**src/rtl/vidmem_pkg.sv**
```systemverilog
// Shared constants and types for the video-memory arbiter and its address generator.
package vidmem_pkg;

    localparam logic [15:0] VBASE_DEF          = 16'h8000;
    localparam int          BYTES_PER_LINE_DEF = 80;

    // Phase of the 8-cycle byte period on which the display owns the RAM.
    localparam logic [2:0]  PHASE_VIDEO = 3'd0;

    // Decision-to-completion latency, shared by video and CPU slots.
    localparam int          CPU_LAT = 3;

    typedef enum logic [1:0] {
        SLOT_IDLE  = 2'd0,
        SLOT_VIDEO = 2'd1,
        SLOT_CPU   = 2'd2
    } slot_e;

endpackage

```
**src/rtl/vidmem_arbiter_if.sv**
```systemverilog
// Bundle of the CPU, RAM and video-timing signals around vidmem_arbiter.
// slave = arbiter side, master = environment (CPU, RAM, video counters).
interface vidmem_arbiter_if #(
    parameter int ADDR_W = 16
);
    logic              video_on;
    logic              video_vsync;
    logic              cpu_req;
    logic              cpu_we;
    logic [ADDR_W-1:0] cpu_addr;
    logic [7:0]        cpu_wdata;
    logic              cpu_ack;
    logic [7:0]        cpu_rdata;
    logic [ADDR_W-1:0] mem_addr;
    logic              mem_we;
    logic [7:0]        mem_wdata;
    logic [7:0]        mem_rdata;
    logic [7:0]        vid_data;
    logic              vid_strobe;

    modport slave (
        input  video_on, video_vsync, cpu_req, cpu_we, cpu_addr, cpu_wdata, mem_rdata,
        output cpu_ack, cpu_rdata, mem_addr, mem_we, mem_wdata, vid_data, vid_strobe
    );

    modport master (
        output video_on, video_vsync, cpu_req, cpu_we, cpu_addr, cpu_wdata, mem_rdata,
        input  cpu_ack, cpu_rdata, mem_addr, mem_we, mem_wdata, vid_data, vid_strobe
    );

endinterface

```
**src/rtl/vidmem_addr_gen.sv**
```systemverilog
// Display fetch address generator: video_on edge detect, per-line base and running fetch address.
// VIDMEM_LINE_DOUBLE_EN: when defined, each framebuffer line is shown on two consecutive scanlines.
module vidmem_addr_gen
    import vidmem_pkg::*;
#(
    parameter int                ADDR_W         = 16,
    parameter logic [ADDR_W-1:0] VBASE          = ADDR_W'(VBASE_DEF),
    parameter int                BYTES_PER_LINE = BYTES_PER_LINE_DEF
) (
    input  logic              clk,
    input  logic              rst,
    input  logic              i_video_on,
    input  logic              i_video_vsync,
    input  logic              i_slot_video,
    output logic [ADDR_W-1:0] o_fetch_addr,
    output logic              o_line_start
);

    localparam logic [ADDR_W-1:0] LINE_STEP = ADDR_W'(BYTES_PER_LINE);
    localparam logic [ADDR_W-1:0] ADDR_ONE  = ADDR_W'(1);

    logic              r_video_on_d;
    logic [ADDR_W-1:0] r_line_base;
    logic [ADDR_W-1:0] r_vaddr;
    logic              w_line_end;

    assign o_line_start = i_video_on & ~r_video_on_d;
    assign w_line_end   = ~i_video_on & r_video_on_d;

    // The first slot of a line bypasses r_vaddr, which is only reloaded in that same cycle.
    assign o_fetch_addr = o_line_start ? r_line_base : r_vaddr;

    always_ff @(posedge clk) begin
        if (rst) begin
            r_video_on_d <= 1'b0;
            r_vaddr      <= VBASE;
        end else begin
            r_video_on_d <= i_video_on;
            if (o_line_start) begin
                r_vaddr <= r_line_base + ADDR_ONE;
            end else if (i_slot_video) begin
                r_vaddr <= r_vaddr + ADDR_ONE;
            end
        end
    end

`ifdef VIDMEM_LINE_DOUBLE_EN
    logic r_line_tgl;

    always_ff @(posedge clk) begin
        if (rst) begin
            r_line_base <= VBASE;
            r_line_tgl  <= 1'b0;
        end else if (!i_video_vsync) begin
            r_line_base <= VBASE;
            r_line_tgl  <= 1'b0;
        end else if (w_line_end) begin
            r_line_tgl <= ~r_line_tgl;
            if (r_line_tgl) begin
                r_line_base <= r_line_base + LINE_STEP;
            end
        end
    end
`else
    always_ff @(posedge clk) begin
        if (rst) begin
            r_line_base <= VBASE;
        end else if (!i_video_vsync) begin
            r_line_base <= VBASE;
        end else if (w_line_end) begin
            r_line_base <= r_line_base + LINE_STEP;
        end
    end
`endif

endmodule

```
**src/rtl/vidmem_arbiter.sv**
```systemverilog
// Time-slot arbiter sharing one synchronous video RAM between display fetch and CPU.
// Build option VIDMEM_LINE_DOUBLE_EN (handled in vidmem_addr_gen) doubles every framebuffer line.
module vidmem_arbiter
    import vidmem_pkg::*;
#(
    parameter int                ADDR_W         = 16,
    parameter logic [ADDR_W-1:0] VBASE          = ADDR_W'(VBASE_DEF),
    parameter int                BYTES_PER_LINE = BYTES_PER_LINE_DEF
) (
    input  logic            clk,
    input  logic            rst,
    vidmem_arbiter_if.slave bus
);

    logic [2:0]         r_phase;
    logic               r_cpu_busy;
    logic [CPU_LAT-2:0] r_vid_pipe;
    logic [CPU_LAT-2:0] r_cpu_pipe;
    logic [ADDR_W-1:0]  r_mem_addr;
    logic               r_mem_we;
    logic [7:0]         r_mem_wdata;
    logic [7:0]         r_vid_data;
    logic               r_vid_strobe;
    logic [7:0]         r_cpu_rdata;
    logic               r_cpu_ack;

    logic [2:0]         w_phase;
    slot_e              w_slot;
    logic [ADDR_W-1:0]  w_fetch_addr;
    logic               w_line_start;

    vidmem_addr_gen #(
        .ADDR_W         (ADDR_W),
        .VBASE          (VBASE),
        .BYTES_PER_LINE (BYTES_PER_LINE)
    ) u_addr_gen (
        .clk           (clk),
        .rst           (rst),
        .i_video_on    (bus.video_on),
        .i_video_vsync (bus.video_vsync),
        .i_slot_video  (w_slot == SLOT_VIDEO),
        .o_fetch_addr  (w_fetch_addr),
        .o_line_start  (w_line_start)
    );

    // Line start realigns the byte period so the first fetch happens on the edge itself.
    assign w_phase = w_line_start ? 3'd0 : r_phase;

    always_comb begin
        w_slot = SLOT_IDLE;
        if (bus.video_on && (w_phase == PHASE_VIDEO)) begin
            w_slot = SLOT_VIDEO;
        end else if (bus.cpu_req && !r_cpu_busy) begin
            w_slot = SLOT_CPU;
        end
    end

    always_ff @(posedge clk) begin
        if (rst) begin
            r_phase      <= 3'd0;
            r_cpu_busy   <= 1'b0;
            r_vid_pipe   <= '0;
            r_cpu_pipe   <= '0;
            r_mem_addr   <= '0;
            r_mem_we     <= 1'b0;
            r_mem_wdata  <= 8'h00;
            r_vid_data   <= 8'h00;
            r_vid_strobe <= 1'b0;
            r_cpu_rdata  <= 8'h00;
            r_cpu_ack    <= 1'b0;
        end else begin
            r_phase    <= w_phase + 3'd1;
            r_vid_pipe <= {r_vid_pipe[CPU_LAT-3:0], w_slot == SLOT_VIDEO};
            r_cpu_pipe <= {r_cpu_pipe[CPU_LAT-3:0], w_slot == SLOT_CPU};
            r_mem_we   <= 1'b0;

            case (w_slot)
                SLOT_VIDEO: begin
                    r_mem_addr <= w_fetch_addr;
                end
                SLOT_CPU: begin
                    r_mem_addr  <= bus.cpu_addr;
                    r_mem_we    <= bus.cpu_we;
                    r_mem_wdata <= bus.cpu_wdata;
                end
                default: begin
                end
            endcase

            r_vid_strobe <= r_vid_pipe[CPU_LAT-2];
            if (r_vid_pipe[CPU_LAT-2]) begin
                r_vid_data <= bus.mem_rdata;
            end

            r_cpu_ack <= r_cpu_pipe[CPU_LAT-2];
            if (r_cpu_pipe[CPU_LAT-2]) begin
                r_cpu_rdata <= bus.mem_rdata;
            end

            // Busy stays set through the ack cycle so a still-high cpu_req is not re-decided.
            if (w_slot == SLOT_CPU) begin
                r_cpu_busy <= 1'b1;
            end else if (r_cpu_ack) begin
                r_cpu_busy <= 1'b0;
            end
        end
    end

    assign bus.mem_addr   = r_mem_addr;
    assign bus.mem_we     = r_mem_we;
    assign bus.mem_wdata  = r_mem_wdata;
    assign bus.vid_data   = r_vid_data;
    assign bus.vid_strobe = r_vid_strobe;
    assign bus.cpu_rdata  = r_cpu_rdata;
    assign bus.cpu_ack    = r_cpu_ack;

endmodule

```
**src/flat_wrapper.sv**
```systemverilog
// flat-port wrapper written by rule: the top's interface ports become plain ports
module vidmem_arbiter_flat import vidmem_pkg::*;
#(
    parameter int                ADDR_W         = 16,
    parameter logic [ADDR_W-1:0] VBASE          = ADDR_W'(VBASE_DEF),
    parameter int                BYTES_PER_LINE = BYTES_PER_LINE_DEF
)
  (clk, rst, bus_video_on, bus_video_vsync, bus_cpu_req, bus_cpu_we, bus_cpu_addr, bus_cpu_wdata, bus_mem_rdata, bus_cpu_ack, bus_cpu_rdata, bus_mem_addr, bus_mem_we, bus_mem_wdata, bus_vid_data, bus_vid_strobe);
  vidmem_arbiter_if #(.ADDR_W(ADDR_W)) bus_i ();
  input  logic clk;
  input  logic rst;
  input wire logic [$bits(bus_i.video_on)-1:0] bus_video_on;
  input wire logic [$bits(bus_i.video_vsync)-1:0] bus_video_vsync;
  input wire logic [$bits(bus_i.cpu_req)-1:0] bus_cpu_req;
  input wire logic [$bits(bus_i.cpu_we)-1:0] bus_cpu_we;
  input wire logic [$bits(bus_i.cpu_addr)-1:0] bus_cpu_addr;
  input wire logic [$bits(bus_i.cpu_wdata)-1:0] bus_cpu_wdata;
  input wire logic [$bits(bus_i.mem_rdata)-1:0] bus_mem_rdata;
  output wire logic [$bits(bus_i.cpu_ack)-1:0] bus_cpu_ack;
  output wire logic [$bits(bus_i.cpu_rdata)-1:0] bus_cpu_rdata;
  output wire logic [$bits(bus_i.mem_addr)-1:0] bus_mem_addr;
  output wire logic [$bits(bus_i.mem_we)-1:0] bus_mem_we;
  output wire logic [$bits(bus_i.mem_wdata)-1:0] bus_mem_wdata;
  output wire logic [$bits(bus_i.vid_data)-1:0] bus_vid_data;
  output wire logic [$bits(bus_i.vid_strobe)-1:0] bus_vid_strobe;
  assign bus_i.video_on = bus_video_on;
  assign bus_i.video_vsync = bus_video_vsync;
  assign bus_i.cpu_req = bus_cpu_req;
  assign bus_i.cpu_we = bus_cpu_we;
  assign bus_i.cpu_addr = bus_cpu_addr;
  assign bus_i.cpu_wdata = bus_cpu_wdata;
  assign bus_i.mem_rdata = bus_mem_rdata;
  assign bus_cpu_ack = bus_i.cpu_ack;
  assign bus_cpu_rdata = bus_i.cpu_rdata;
  assign bus_mem_addr = bus_i.mem_addr;
  assign bus_mem_we = bus_i.mem_we;
  assign bus_mem_wdata = bus_i.mem_wdata;
  assign bus_vid_data = bus_i.vid_data;
  assign bus_vid_strobe = bus_i.vid_strobe;
  vidmem_arbiter #(.ADDR_W(ADDR_W), .VBASE(VBASE), .BYTES_PER_LINE(BYTES_PER_LINE)) u_core (.clk(clk), .rst(rst), .bus(bus_i));
endmodule
```
**config.mk**
```make
export PLATFORM = sky130hd
export DESIGN_NAME = vidmem_arbiter_flat
export DESIGN_NICKNAME = d
export VERILOG_FILES = /design/src/rtl/vidmem_pkg.sv /design/src/rtl/vidmem_arbiter_if.sv /design/src/rtl/vidmem_addr_gen.sv /design/src/rtl/vidmem_arbiter.sv /design/src/flat_wrapper.sv
export SDC_FILE = /design/constraint.sdc
export NUM_CORES = 1
export LEC_CHECK = 0
export CORE_MARGIN = 1
export CORE_UTILIZATION = 32
export CTS_BUF_LIST = sky130_fd_sc_hd__clkbuf_4
export DETAILED_ROUTE_END_ITERATION = 10
export PLACE_DENSITY = 0.66
export SLEW_MARGIN = 20
export SYNTH_ARGS = -nofsm -noshare
export SYNTH_HDL_FRONTEND = slang
export SYNTH_SLANG_ARGS = --single-unit
```
**constraint.sdc**
```tcl
create_clock -name clk -period 2.5 [get_ports clk]
set_clock_uncertainty 0.05 [all_clocks]
set_input_delay 0.75 -clock clk [delete_from_list [all_inputs] [get_ports clk]]
set_output_delay 0.75 -clock clk [all_outputs]
set_load 0.02 [all_outputs]
```
Yosys cells after proc, flatten, opt, wreduce, memory -nomap -nowiden
Cells that the tools add are included.
- $add $sub $neg: 4
- equal/unequal tests: 2
- multiplexer cells: 9
- bitwise operators: 6
- reduce and logical (&&, ||, !) cells: 9
- operators with widths (kind ; count):
    2-to-1 mux 16 bit ; 3
    adder 16 x 1 -> 16 bit, second input constant ; 2
    case mux 16 bit (2 select lines) ; 1
    adder 16 x 7 -> 16 bit, second input constant ; 1
    nonzero test 2 bit ; 3
    2-to-1 mux 2 bit ; 2
    inverter 1 bit ; 4
    OR reduction 2 bit ; 2
    adder 3 x 1 -> 3 bit, second input constant ; 1
    logical NOT 3 bit ; 1
    2-to-1 mux 3 bit ; 1
    AND 1 bit ; 2
    == test 2 x 1 -> 1 bit, second input constant ; 1
    == test 2 bit, second input constant ; 1
    logical AND 1 bit ; 2
    2-to-1 mux 1 bit ; 2
    logical NOT 1 bit ; 1
- register bits: 84
- bits of input ports: 38
- output and inout bits: 43
- word-level logic and storage cells: 44

Depth between registers and ports, before layout
- depth after elaboration: 9
- mapped depth: 13
- gate-level depth less buffers: 8

Hierarchy
A second synthesis with hierarchy kept.
- cells, all modules: 398
- area total of the unflattened synthesis: 3751.1 µm²
- modules (own cells, without submodules) (module ; times used ; cells an instance ; area an instance (µm²) ; sequential area each (µm²)):
    vidmem_arbiter ; 1 ; 197 ; 2102.0 ; 1021.0
    vidmem_addr_gen ; 1 ; 201 ; 1649.1 ; 580.6

Worst setup path before layout
OpenSTA, ideal clock, no wires.
- path kind: input port to flip-flop
- start: input port bus_video_on
- end: register u_core.u_addr_gen.r_vaddr[14]
- library setup time: 0.135 ns
- arrival time: 2.349 ns
- required time: 2.315 ns
- path slack: -0.034 ns
- stages: 12
- buffers on the path: 4
- cells stage by stage: nand2b_1 -> buf_2 -> buf_6 -> buf_2 -> nand2_1 -> ha_1 -> nor2b_1 -> o21ai_0 -> clkbuf_1 -> nor3_1 -> nand2_1 -> o311ai_1
- cells in the longest elaborated chain, start to end: 7
- elaborated cells between the ends (all ways): 8
- those cells by class: eq/ne (1); mux (3); bitwise (1); reduce/logical (3)
- ends and longest elaborated chain (what ; RTL line ; source):
    start, declared ; flat_wrapper.sv:12 ; input wire logic [$bits(bus_i.video_on)-1:0] bus_video_on;
    AND 1 bit ; vidmem_addr_gen.sv:27 ; assign o_line_start = i_video_on & ~r_video_on_d;
    2-to-1 mux 3 bit ; vidmem_arbiter.sv:47 ; assign w_phase = w_line_start ? 3'd0 : r_phase;
    logical NOT 3 bit ; vidmem_arbiter.sv:51 ; if (bus.video_on && (w_phase == PHASE_VIDEO)) begin
    logical AND 1 bit ; vidmem_arbiter.sv:51 ;
    2-to-1 mux 2 bit ; vidmem_arbiter.sv:51 ;
    == test 2 x 1 -> 1 bit ; vidmem_arbiter.sv:41 ; .i_slot_video (w_slot == SLOT_VIDEO),
    nonzero test 2 bit (no source line) ; - ;
    end signal, assigned ; vidmem_addr_gen.sv:40 ; r_vaddr <= r_line_base + ADDR_ONE;
    end signal, assigned ; vidmem_addr_gen.sv:42 ; r_vaddr <= r_vaddr + ADDR_ONE;
    end, declared ; vidmem_addr_gen.sv:24 ; logic [ADDR_W-1:0] r_vaddr;
Parallel ways exist; a longest one is shown, timed or not.
A chain may end at the register's enable or synchronous reset.

Final worst setup path
- start: register u_core.r_cpu_rdata[4] (netlist: u_core.bus.cpu_rdata[4])
- end: output port bus_cpu_rdata[4]
- RTL lines (what ; RTL line ; source):
    start, declared ; vidmem_arbiter.sv:24 ; logic [7:0] r_cpu_rdata;
    start signal, assigned ; vidmem_arbiter.sv:97 ; r_cpu_rdata <= bus.mem_rdata;
    end, declared ; flat_wrapper.sv:20 ; output wire logic [$bits(bus_i.cpu_rdata)-1:0] bus_cpu_rdata;
No word-level cell between the ends.

==> results.toml <==
[run_status]
outcome = "finished, final reports clean"

[synthesis]
yosys_warnings = 0
avgSynthCellArea_um2 = 8.85
synth_cells = 403
synthSimpleGateAreaFrac_pct = 22.3
yosys.area.top_type_share_pct = 44.9
synth_area_leader_cell = "dfxtp_1"
synth-compound-area-share_pct = 13.9
synth_enable_flop_cells = 0
syn-num-nets = 445
synth_most_common_cell = "dfxtp_1"
synthMuxAreaShare_pct = 9.26
synth-adder-area-share_pct = 1.40
synth_cell_types = 40
synthArstFlopShare_pct = 0
synth_top_family_by_area = "simple AND/OR/NAND/NOR gates"
synth_xor_area_share_pct = 3.93
synthTopCellsByCount = "80 x dfxtp_1, 48 x nand2_1, 43 x nor2_1"
syn-cell-area_mm2 = 0.00357
netlist_top_cells_area = "dfxtp_1 45%, mux2i_1 9.3%, nand2_1 5.0%"
ys_ff_latch = 80
yosysSeqAreaShare_pct = 44.9
ys.flop_type = "dfxtp_1"

[floorplan]
die_y_um = 108
ioPinCount = 81
dieArea_mm2 = 0.0116
initial_core_util_pct = 32.9
die_w_um = 108
core.rowCount = 38
core_area_mm2 = 0.0108

[routing]
ant_nets = 0
vias = 3126
finalWirelength_mm = 8.57
drtIter0Drc = 168
dr_wl_met2_mm = 3.91
drtPass1Iterations = 5
highest_layer = "met4"
vias_per_cell = 4.83
wl_per_cell_um = 13.2
met1_length_mm = 4.08
dr_wl_met3_um = 500
route.detailed.drc = 0

[placement]
gp_congestion = 0.799
io_buffers = 80
dp_slack_ps = -316
hpwl_mm = 6.11

[timing]
fin_crit_sh_pct = 88.4
maxSlewViolCount = 0
hold_viol = 0
fmax_ghz = 0.452
rsz0062_at_grt = "no"
fin_crit_ps = 2210
setup_viol = 0
maxSlewHeadroom_pct = 64.2
layout_setup_ws_ps = 289
worst_slew_pin_slew_ps = 537

[critical_path]
worst-path-buf-inv = 1
required_ps = 1700
critPathKind = "flip-flop to output pin"
crit_path_start_kind = "flip-flop"
cp_data_arrival_time_ps = 1410
end_kind = "output pin"
worstPathCellList = "clkdlybuf4s50_1"
crit_slowest_cell = "clkdlybuf4s50_1"
crit_fanout = 2
slowest_delay_ps = 630
path_delay_family = "buffers and inverters"
reg2reg_slack_ps = 410

[flow_run]
maxCapViolCount = 0

[global_routing]
grt_use_total_pct = 15.5
antenna_found_initial = 0
grt_max_degree = 46
grt_pass1_wl_mm = 14.2
grt_pass1_vias = 3032
overflow = 0

[worst_hold_path]
hold_path_class = "flip-flop to flip-flop"

[clocking]
cts.sinks = 80
clockRootBuffer = "clkbuf_4"
clkTransAtPathRegs_ps = 120
clk_latency_ps = 420
htree_levels = 3
cts.path.max_buffers = 2
post_cts_buffers = 0
cts_buffers = 9
cts_tree = "yes"

[cells_and_area]
fin_util_pct = 45.3
antenna_cells = 0
syn2layout_area_growth_pct = 37.6
final_nets = 544
drive_gt1_share_pct = 12.0
fill_cells = 1059

[pwr]
power_leakage_nw = 1.80
p_per_area_mw_per_mm2 = 547
peakVddDrop_mv = 0.223
-- final cells by class --
class | instances | area, um^2 | area share [%]
clock buffers | 10 | 75.1 | 1.53
clock inverters | 6 | 83.8 | 1.71
inverters | 8 | 30.0 | 0.612
multi-input cells | 289 | 1830 | 37.2
flip-flops and latches | 80 | 1600 | 32.6
well taps | 140 | 175 | 3.57
repair buffers | 114 | 1120 | 22.7
-- final timing paths --
kind | startpoint | endpoint | cells past startpoint
worst min register to register | u_core.r_vid_pipe[0]$_SDFF_PP0_ | u_core.r_vid_pipe[1]$_SDFF_PP0_ | 1
worst max-delay path | u_core.bus.cpu_rdata[4]$_SDFFE_PP0P_ | bus_cpu_rdata[4] | 1
worst min-delay path | u_core.r_vid_pipe[0]$_SDFF_PP0_ | u_core.r_vid_pipe[1]$_SDFF_PP0_ | 1
worst max register to register | u_core.u_addr_gen.r_video_on_d$_SDFF_PP0_ | u_core.u_addr_gen.r_vaddr[14]$_SDFFE_PP0P_ | 7
-- power by group --
| group | total (mW) | internal (mW) | switching (mW) |
|---|---|---|---|
| clock network | 0.853 | 0.414 | 0.439 |
| logic | 0.469 | 0.247 | 0.222 |
| registers | 1.36 | 1.33 | 0.0323 |
| total | 2.68 | 1.99 | 0.694 |
-- flip-flops by register name, summed over array words and instances, names as in the netlist --
signal / flops
u_core.bus.vid_strobe: 1
u_core.bus.cpu_rdata: 8
u_core.u_addr_gen.r_video_on_d: 1
u_core.bus.mem_wdata: 8
u_core.bus.cpu_ack: 1
u_core.r_cpu_pipe: 2
u_core.u_addr_gen.r_line_base: 12
u_core.bus.mem_addr: 16
u_core.bus.mem_we: 1
u_core.r_cpu_busy: 1
u_core.r_phase: 3
u_core.bus.vid_data: 8
u_core.r_vid_pipe: 2
u_core.u_addr_gen.r_vaddr: 16
-- routing by layer --
metal	track usage [%]	vias up
li1	-	1591
met1	20.5	1445
met2	24.7	83
met3	2.78	7
met4	6.46	0
met5	0	-
-- cell families after synthesis --
logic type / after synthesis
compound gates: 79
buf+inv: 34
mux: 33
xor+xnor: 16
simple gates: 157
flops: 80
fa+ha+maj: 4
-- per-stage QoR --
step           hold slack (ps)  power, mW  cells  area (um^2)  TNS, ps
2_1_floorplan              364       1.63    403         3570        0
4_1_cts                    405       2.72    647         4900        0
3_3_place_gp               378       1.85    631         4740    -5340
5_1_grt                    413       2.83    647         4910        0
6_report                   401       2.68    647         4910        0
3_5_place_dp               374       1.86    631         4740    -7010
-- placed cells by master, fill, tap and decap left out, drive strengths merged, types with 7 or more instances in the layout --
master,n
nand2,48
clkbuf,10
nand3b,7
mux2i,33
o21ai,14
nor3,7
clkdlybuf4s50,78
dfxtp,80
a211oi,22
a21oi,28
xnor2,15
nor2,43
buf,35
inv,8
nor2b,19
-- repair_timing --
action                     CTS  global route
gates resized for setup      0             4
setup endpoints to repair    0             1
hold buffers                 0             0
Note: power is estimated with default switching activity, not from simulation.
